## config.mk

```make
export PLATFORM = sky130hd
export DESIGN_NAME = inverse_rotate_scan
export DESIGN_NICKNAME = d
export VERILOG_FILES = /design/src/rtl/inverse_rotate_scan.sv
export SDC_FILE = /design/constraint.sdc
export NUM_CORES = 2
export LEC_CHECK = 0
export CELL_PAD_IN_SITES_DETAIL_PLACEMENT = 1
export CELL_PAD_IN_SITES_GLOBAL_PLACEMENT = 1
export CORE_UTILIZATION = 49
export DETAILED_ROUTE_END_ITERATION = 6
export GPL_TIMING_DRIVEN = 1
export HOLD_SLACK_MARGIN = 0.02
export PLACE_DENSITY = 0.87
export SKIP_LAST_GASP = 1
export SLEW_MARGIN = 25
export SYNTH_ARGS = -nofsm -noshare
export SYNTH_HDL_FRONTEND = slang
export SYNTH_SLANG_ARGS = --single-unit
```

## constraint.sdc

```tcl
create_clock -name clk -period 8.9 [get_ports clk]
set_input_delay 1.78 -clock clk [delete_from_list [all_inputs] [get_ports clk]]
set_output_delay 1.78 -clock clk [all_outputs]
set_load 0.01 [all_outputs]
```

## src/rtl/inverse_rotate_scan.sv

```systemverilog
// Raster scanner that maps each destination pixel through an inverse rotation
// about the frame centre, producing fixed-point source coordinates.
module inverse_rotate_scan #(
  parameter int IN_WIDTH    = 12,
  parameter int ANGLE_WIDTH = 10,
  parameter int FRAC_WIDTH  = 4
) (
  input  logic                                  clk,
  input  logic                                  reset,
  input  logic                                  start,
  input  logic signed [ANGLE_WIDTH-1:0]         cos_theta,
  input  logic signed [ANGLE_WIDTH-1:0]         sin_theta,
  input  logic        [IN_WIDTH-2:0]            num_cols,
  input  logic        [IN_WIDTH-2:0]            num_rows,
  output logic                                  busy,
  output logic                                  done,
  output logic                                  out_valid,
  input  logic                                  out_ready,
  output logic        [IN_WIDTH-2:0]            xd,
  output logic        [IN_WIDTH-2:0]            yd,
  output logic signed [IN_WIDTH+FRAC_WIDTH:0]   xs,
  output logic signed [IN_WIDTH+FRAC_WIDTH:0]   ys,
  output logic                                  in_bounds,
  output logic                                  first,
  output logic                                  last
);
  localparam int CW    = IN_WIDTH - 1;
  localparam int PW    = IN_WIDTH + ANGLE_WIDTH + 1;
  localparam int SW    = IN_WIDTH + FRAC_WIDTH + 1;
  localparam int SHIFT = ANGLE_WIDTH - 2 - FRAC_WIDTH;

  typedef enum logic [1:0] {IDLE, RUN, DRAIN} state_t;

  state_t state_q, state_d;
  logic busy_q, busy_d, done_q, done_d;
  logic signed [ANGLE_WIDTH-1:0] cos_q, cos_d, sin_q, sin_d;
  logic [CW-1:0] cols_q, cols_d, rows_q, rows_d;
  logic [CW-1:0] cnt_x_q, cnt_x_d, cnt_y_q, cnt_y_d;

  logic s1_valid_q, s1_valid_d, s1_first_q, s1_first_d, s1_last_q, s1_last_d;
  logic [CW-1:0] s1_xd_q, s1_xd_d, s1_yd_q, s1_yd_d;

  logic s2_valid_q, s2_valid_d, s2_first_q, s2_first_d, s2_last_q, s2_last_d;
  logic [CW-1:0] s2_xd_q, s2_xd_d, s2_yd_q, s2_yd_d;
  logic signed [PW-1:0] s2_xa_q, s2_xa_d, s2_xb_q, s2_xb_d;
  logic signed [PW-1:0] s2_ya_q, s2_ya_d, s2_yb_q, s2_yb_d;

  logic s3_valid_q, s3_valid_d, s3_first_q, s3_first_d, s3_last_q, s3_last_d;
  logic s3_inb_q, s3_inb_d;
  logic [CW-1:0] s3_xd_q, s3_xd_d, s3_yd_q, s3_yd_d;
  logic signed [SW-1:0] s3_xs_q, s3_xs_d, s3_ys_q, s3_ys_d;

  logic advance, at_end;
  logic [CW-1:0] cx, cy;
  logic signed [IN_WIDTH-1:0] xc, yc;
  logic signed [PW-1:0] xc_w, yc_w, cos_w, sin_w;
  logic signed [PW-1:0] sum_x, sum_y, sh_x, sh_y, x_full, y_full, x_int, y_int;
  logic signed [PW-1:0] cols_w, rows_w;
  logic [PW-1:0] cx_f, cy_f;

  always_comb begin
    // One global stall: every stage moves only when the output slot frees up.
    advance = !s3_valid_q || out_ready;
    at_end  = (cnt_x_q == cols_q - 1'b1) && (cnt_y_q == rows_q - 1'b1);
    cx      = cols_q >> 1;
    cy      = rows_q >> 1;

    xc    = $signed({1'b0, s1_xd_q}) - $signed({1'b0, cx});
    yc    = $signed({1'b0, s1_yd_q}) - $signed({1'b0, cy});
    xc_w  = PW'(xc);
    yc_w  = PW'(yc);
    cos_w = PW'(cos_q);
    sin_w = PW'(sin_q);

    // Shift and recentre are kept as separate signed steps so >>> stays arithmetic.
    sum_x  = s2_xa_q + s2_xb_q;
    sum_y  = s2_ya_q + s2_yb_q;
    sh_x   = sum_x >>> SHIFT;
    sh_y   = sum_y >>> SHIFT;
    cx_f   = PW'(cx) << FRAC_WIDTH;
    cy_f   = PW'(cy) << FRAC_WIDTH;
    x_full = sh_x + $signed(cx_f);
    y_full = sh_y + $signed(cy_f);
    x_int  = x_full >>> FRAC_WIDTH;
    y_int  = y_full >>> FRAC_WIDTH;
    cols_w = $signed(PW'(cols_q));
    rows_w = $signed(PW'(rows_q));

    state_d = state_q;  busy_d = busy_q;  done_d = 1'b0;
    cos_d = cos_q;  sin_d = sin_q;  cols_d = cols_q;  rows_d = rows_q;
    cnt_x_d = cnt_x_q;  cnt_y_d = cnt_y_q;
    s1_valid_d = s1_valid_q; s1_first_d = s1_first_q; s1_last_d = s1_last_q;
    s1_xd_d = s1_xd_q; s1_yd_d = s1_yd_q;
    s2_valid_d = s2_valid_q; s2_first_d = s2_first_q; s2_last_d = s2_last_q;
    s2_xd_d = s2_xd_q; s2_yd_d = s2_yd_q;
    s2_xa_d = s2_xa_q; s2_xb_d = s2_xb_q; s2_ya_d = s2_ya_q; s2_yb_d = s2_yb_q;
    s3_valid_d = s3_valid_q; s3_first_d = s3_first_q; s3_last_d = s3_last_q;
    s3_inb_d = s3_inb_q; s3_xd_d = s3_xd_q; s3_yd_d = s3_yd_q;
    s3_xs_d = s3_xs_q; s3_ys_d = s3_ys_q;

    case (state_q)
      IDLE: if (start) begin
        cos_d = cos_theta;  sin_d = sin_theta;
        cols_d = num_cols;  rows_d = num_rows;
        cnt_x_d = '0;  cnt_y_d = '0;
        if (num_cols == '0 || num_rows == '0) begin
          done_d = 1'b1;
        end else begin
          state_d = RUN;
          busy_d  = 1'b1;
        end
      end
      RUN: if (advance) begin
        if (at_end) begin
          state_d = DRAIN;
        end else if (cnt_x_q == cols_q - 1'b1) begin
          cnt_x_d = '0;
          cnt_y_d = cnt_y_q + 1'b1;
        end else begin
          cnt_x_d = cnt_x_q + 1'b1;
        end
      end
      DRAIN: if (s3_valid_q && out_ready && s3_last_q) begin
        state_d = IDLE;
        busy_d  = 1'b0;
        done_d  = 1'b1;
      end
      default: state_d = IDLE;
    endcase

    if (advance) begin
      s1_valid_d = (state_q == RUN);
      s1_xd_d    = cnt_x_q;
      s1_yd_d    = cnt_y_q;
      s1_first_d = (cnt_x_q == '0) && (cnt_y_q == '0);
      s1_last_d  = at_end;

      s2_valid_d = s1_valid_q; s2_first_d = s1_first_q; s2_last_d = s1_last_q;
      s2_xd_d    = s1_xd_q;    s2_yd_d    = s1_yd_q;
      s2_xa_d    = xc_w * cos_w;
      s2_xb_d    = yc_w * sin_w;
      s2_ya_d    = -(xc_w * sin_w);
      s2_yb_d    = yc_w * cos_w;

      s3_valid_d = s2_valid_q; s3_first_d = s2_first_q; s3_last_d = s2_last_q;
      s3_xd_d    = s2_xd_q;    s3_yd_d    = s2_yd_q;
      s3_xs_d    = x_full[SW-1:0];
      s3_ys_d    = y_full[SW-1:0];
      s3_inb_d   = !x_int[PW-1] && (x_int < cols_w) && !y_int[PW-1] && (y_int < rows_w);
    end
  end

  always_ff @(posedge clk) begin
    if (reset) begin
      state_q <= IDLE;  busy_q <= 1'b0;  done_q <= 1'b0;
      cos_q <= '0;  sin_q <= '0;  cols_q <= '0;  rows_q <= '0;
      cnt_x_q <= '0;  cnt_y_q <= '0;
      s1_valid_q <= 1'b0; s1_first_q <= 1'b0; s1_last_q <= 1'b0;
      s1_xd_q <= '0; s1_yd_q <= '0;
      s2_valid_q <= 1'b0; s2_first_q <= 1'b0; s2_last_q <= 1'b0;
      s2_xd_q <= '0; s2_yd_q <= '0;
      s2_xa_q <= '0; s2_xb_q <= '0; s2_ya_q <= '0; s2_yb_q <= '0;
      s3_valid_q <= 1'b0; s3_first_q <= 1'b0; s3_last_q <= 1'b0; s3_inb_q <= 1'b0;
      s3_xd_q <= '0; s3_yd_q <= '0; s3_xs_q <= '0; s3_ys_q <= '0;
    end else begin
      state_q <= state_d;  busy_q <= busy_d;  done_q <= done_d;
      cos_q <= cos_d;  sin_q <= sin_d;  cols_q <= cols_d;  rows_q <= rows_d;
      cnt_x_q <= cnt_x_d;  cnt_y_q <= cnt_y_d;
      s1_valid_q <= s1_valid_d; s1_first_q <= s1_first_d; s1_last_q <= s1_last_d;
      s1_xd_q <= s1_xd_d; s1_yd_q <= s1_yd_d;
      s2_valid_q <= s2_valid_d; s2_first_q <= s2_first_d; s2_last_q <= s2_last_d;
      s2_xd_q <= s2_xd_d; s2_yd_q <= s2_yd_d;
      s2_xa_q <= s2_xa_d; s2_xb_q <= s2_xb_d; s2_ya_q <= s2_ya_d; s2_yb_q <= s2_yb_d;
      s3_valid_q <= s3_valid_d; s3_first_q <= s3_first_d; s3_last_q <= s3_last_d;
      s3_inb_q <= s3_inb_d;
      s3_xd_q <= s3_xd_d; s3_yd_q <= s3_yd_d; s3_xs_q <= s3_xs_d; s3_ys_q <= s3_ys_d;
    end
  end

  assign busy      = busy_q;
  assign done      = done_q;
  assign out_valid = s3_valid_q;
  assign xd        = s3_xd_q;
  assign yd        = s3_yd_q;
  assign xs        = s3_xs_q;
  assign ys        = s3_ys_q;
  assign in_bounds = s3_inb_q;
  assign first     = s3_first_q;
  assign last      = s3_last_q;
endmodule

```

==> metrics.txt <==
most used cell, CP=fa_1; Leak=0.01677 uW; Cells after Synth=3880; total wire length=102.5 mm; FF-to-FF path depth=29; worst hold path depth=2; Rows=93; worst setup path startpoint=rows_q[3]; post_cts resized=0; chip height=259.0 um; Worst R2R Setup Slack=0.46 ns; Final Hold Viols=0; antenna violations before repair=1; power per cell area=288.3 nW/um2; layout cells sized above 1=0.03696; Final HPWL DP=78.64 mm; clk_skew=0.01967 ns; Worst Path Arrival=8.94 ns; Area contributors post-synth=fa_1 27%, dfxtp_1 17%, ha_1 13%, nand2_1 7.8%, inv_1 7.0%; wire per inst=21.46 um; Worst Tran Pin Value=1.194 ns; CORE AREA=64810 um2; drt first pass iters=7; top achievable clock speed=0.1184 GHz; hold-fix buffer count after cts=0; clk_lat worst skew=0.58 ns; Main synth FF type=dfxtp_1; CTS Sinks=267; Final Power=10240 uW; htree depth=2; Ports=108; CTS Buf Count=34; Critical Setup Path Class=reg2reg; port bufs=107; post-layout util=0.5482; Final min period=8.444 ns; sequential share of the synthesized area=0.1651; GPL Wtd Cong=0.8771; Tcrit/Tclk final=0.9488; Max Cap Viol=0; slowest CP cell=a2111oi_0; synthesis warning total=0; NumNets Final=4707; asr flop ratio synth=0; reg-to-reg startpoint=rows_q[3]; status=finished, final reports clean; wire length of the first global-routing pass=164.5 mm; area grow syn2layout=9.768%; FF+latch count, synth=267; ANT cells=0; syn_nets=4690; vias in the first global route=30510; setup TNS=0 ns; Netlist cell types=74; Hold Path End=xs[1]; Rel. slew slack=0.1969; Post-CTS Setup Bufs=0; synthesized area=32370 um2; Max Root-Sink Buffers=3; Routed Antenna Nets=0; count of pins over their slew limit=0; CP Capture Type=flip-flop; Initial Utilization=0.4994; critical hold path startpoint=xs[1]; largest net degree at the start of global routing=197; IR drop worst, VDD=0.2403 mV; EDFF count, synth=0; # DRC=0; critical-path maximum fanout=7; final worst slack=0.4559 ns; Die ar.=67090 um2; syn avg cell area=8.342 um2; CTS tree=done; total track usage=0.3123; vias per cell=5.690; clk slew on worst S/H paths=0.06 ns; Worst Setup Start Kind=flip-flop; Synth top cells by count=671 x nand2_1, 603 x inv_1, 437 x fa_1; grt ovf=0; Die X-Extent=259.0 um; HP Class=reg2reg; Setup violations, final=0; top-count cell post-synth=nand2_1; worst reg2reg endpoint=s2_xb_q[21]; Place WS=0.4358 ns; Worst path max stage delay=0.65 ns; vias=27190; RSZ-0062 raised after global routing=false; Synth area leader=fa_1; DR iter-0 viols=1649; clock tree root driver cell=clkbuf_16; share of the synthesized area in the top cell type=0.2703; Worst Path Required=9.39 ns
## layout make-up
type,instances,area [um2]
Timing Repair Buffer,162,1525
Fill cell,7675,29280
Clock buffer,45,972.2
Sequential cell,267,5348
Clock inverter,17,247.7
Inverter,604,2267
Multi-Input combinational cell,2828,24100
Tap cell,855,1070
## flip-flops by register name, summed over array words and instances, names as in the netlist, 2 cells and up
name / cells
ys: 17
xs: 17
s2_xa_q: 22
s2_yd_q: 11
yd: 11
rows_q: 11
s2_xb_q: 22
cnt_y_q: 11
xd: 11
cnt_x_q: 11
s2_yb_q: 22
s2_ya_q: 23
cos_q: 10
s1_xd_q: 11
s2_xd_q: 11
sin_q: 10
s1_yd_q: 11
cols_q: 11
state_q: 2
## power by group
part | leakage [uW] | internal (uW) | switching [uW]
logic | 0.0140 | 2940 | 4180
clock network | 0.000606 | 903 | 624
registers | 0.00219 | 1420 | 183
total | 0.0168 | 5260 | 4990
## kinds of logic after synthesis
| logic type | count (synthesis) | share of synthesized area |
|---|---|---|
| mux | 2 | 0.0006957 |
| simple gates | 1307 | 0.1880 |
| buf+inv | 785 | 0.09169 |
| fa+ha+maj | 764 | 0.3967 |
| flops | 267 | 0.1651 |
| xor+xnor | 206 | 0.05617 |
| compound gates | 549 | 0.1017 |
## how the worst max path moves through the flow
stage | cells after the start | endpoint | slack [ns]
6_report | 29 | s2_xb_q[21] | 0.46
5_1_grt | 32 | s2_xa_q[21] | 0.05
4_1_cts | 32 | s2_yb_q[21] | 0.37
3_5_place_dp | 32 | s2_yb_q[21] | 0.44
3_3_place_gp | 31 | s2_xb_q[21] | 0.89
2_1_floorplan | 33 | s2_yb_q[21] | 1.15
## metal layers
metal / vias up / track usage / share of wire
met1: 13850 / 0.3687 / 0.39
met5: - / 0 / 0
li1: 12240 / - / -
met3: 278 / 0.04071 / 0.053
met4: 0 / 0.1614 / 0.054
met2: 828 / 0.5528 / 0.50
## metrics by stage
step / area [um2] / hold slack (ns) / cells
after floorplan: 32370 / 0.4321 / 3880
after global placement: 34290 / 0.4386 / 4716
after detailed placement: 34290 / 0.4446 / 4716
after CTS: 35510 / 0.4516 / 4778
after global routing: 35530 / 0.4663 / 4778
final: 35530 / 0.4495 / 4778
## layout by cell type, fill, tap and decap left out, drive strengths merged, types with 55 or more instances in the layout
master	n
nand2	671
xnor2	136
dfxtp	267
and2	176
o21ai	62
buf	55
a21oi	298
fa	437
nor2b	78
clkdlybuf4s50	106
ha	327
inv	608
nor2	151
xor2	69
a21o	60
## critical path: cells and delay by family (launching register included)
kind                     cells  cell delay [ns]
buffers and inverters        4             0.33
adder cells (fa/ha/maj)      7             3.20
AO/OA/AOI/OAI               10             2.43
flip-flops                   1             0.47
XOR/XNOR                     2             0.77
AND/OR/NAND/NOR              6             1.16
(Power assumes the default switching activity.)
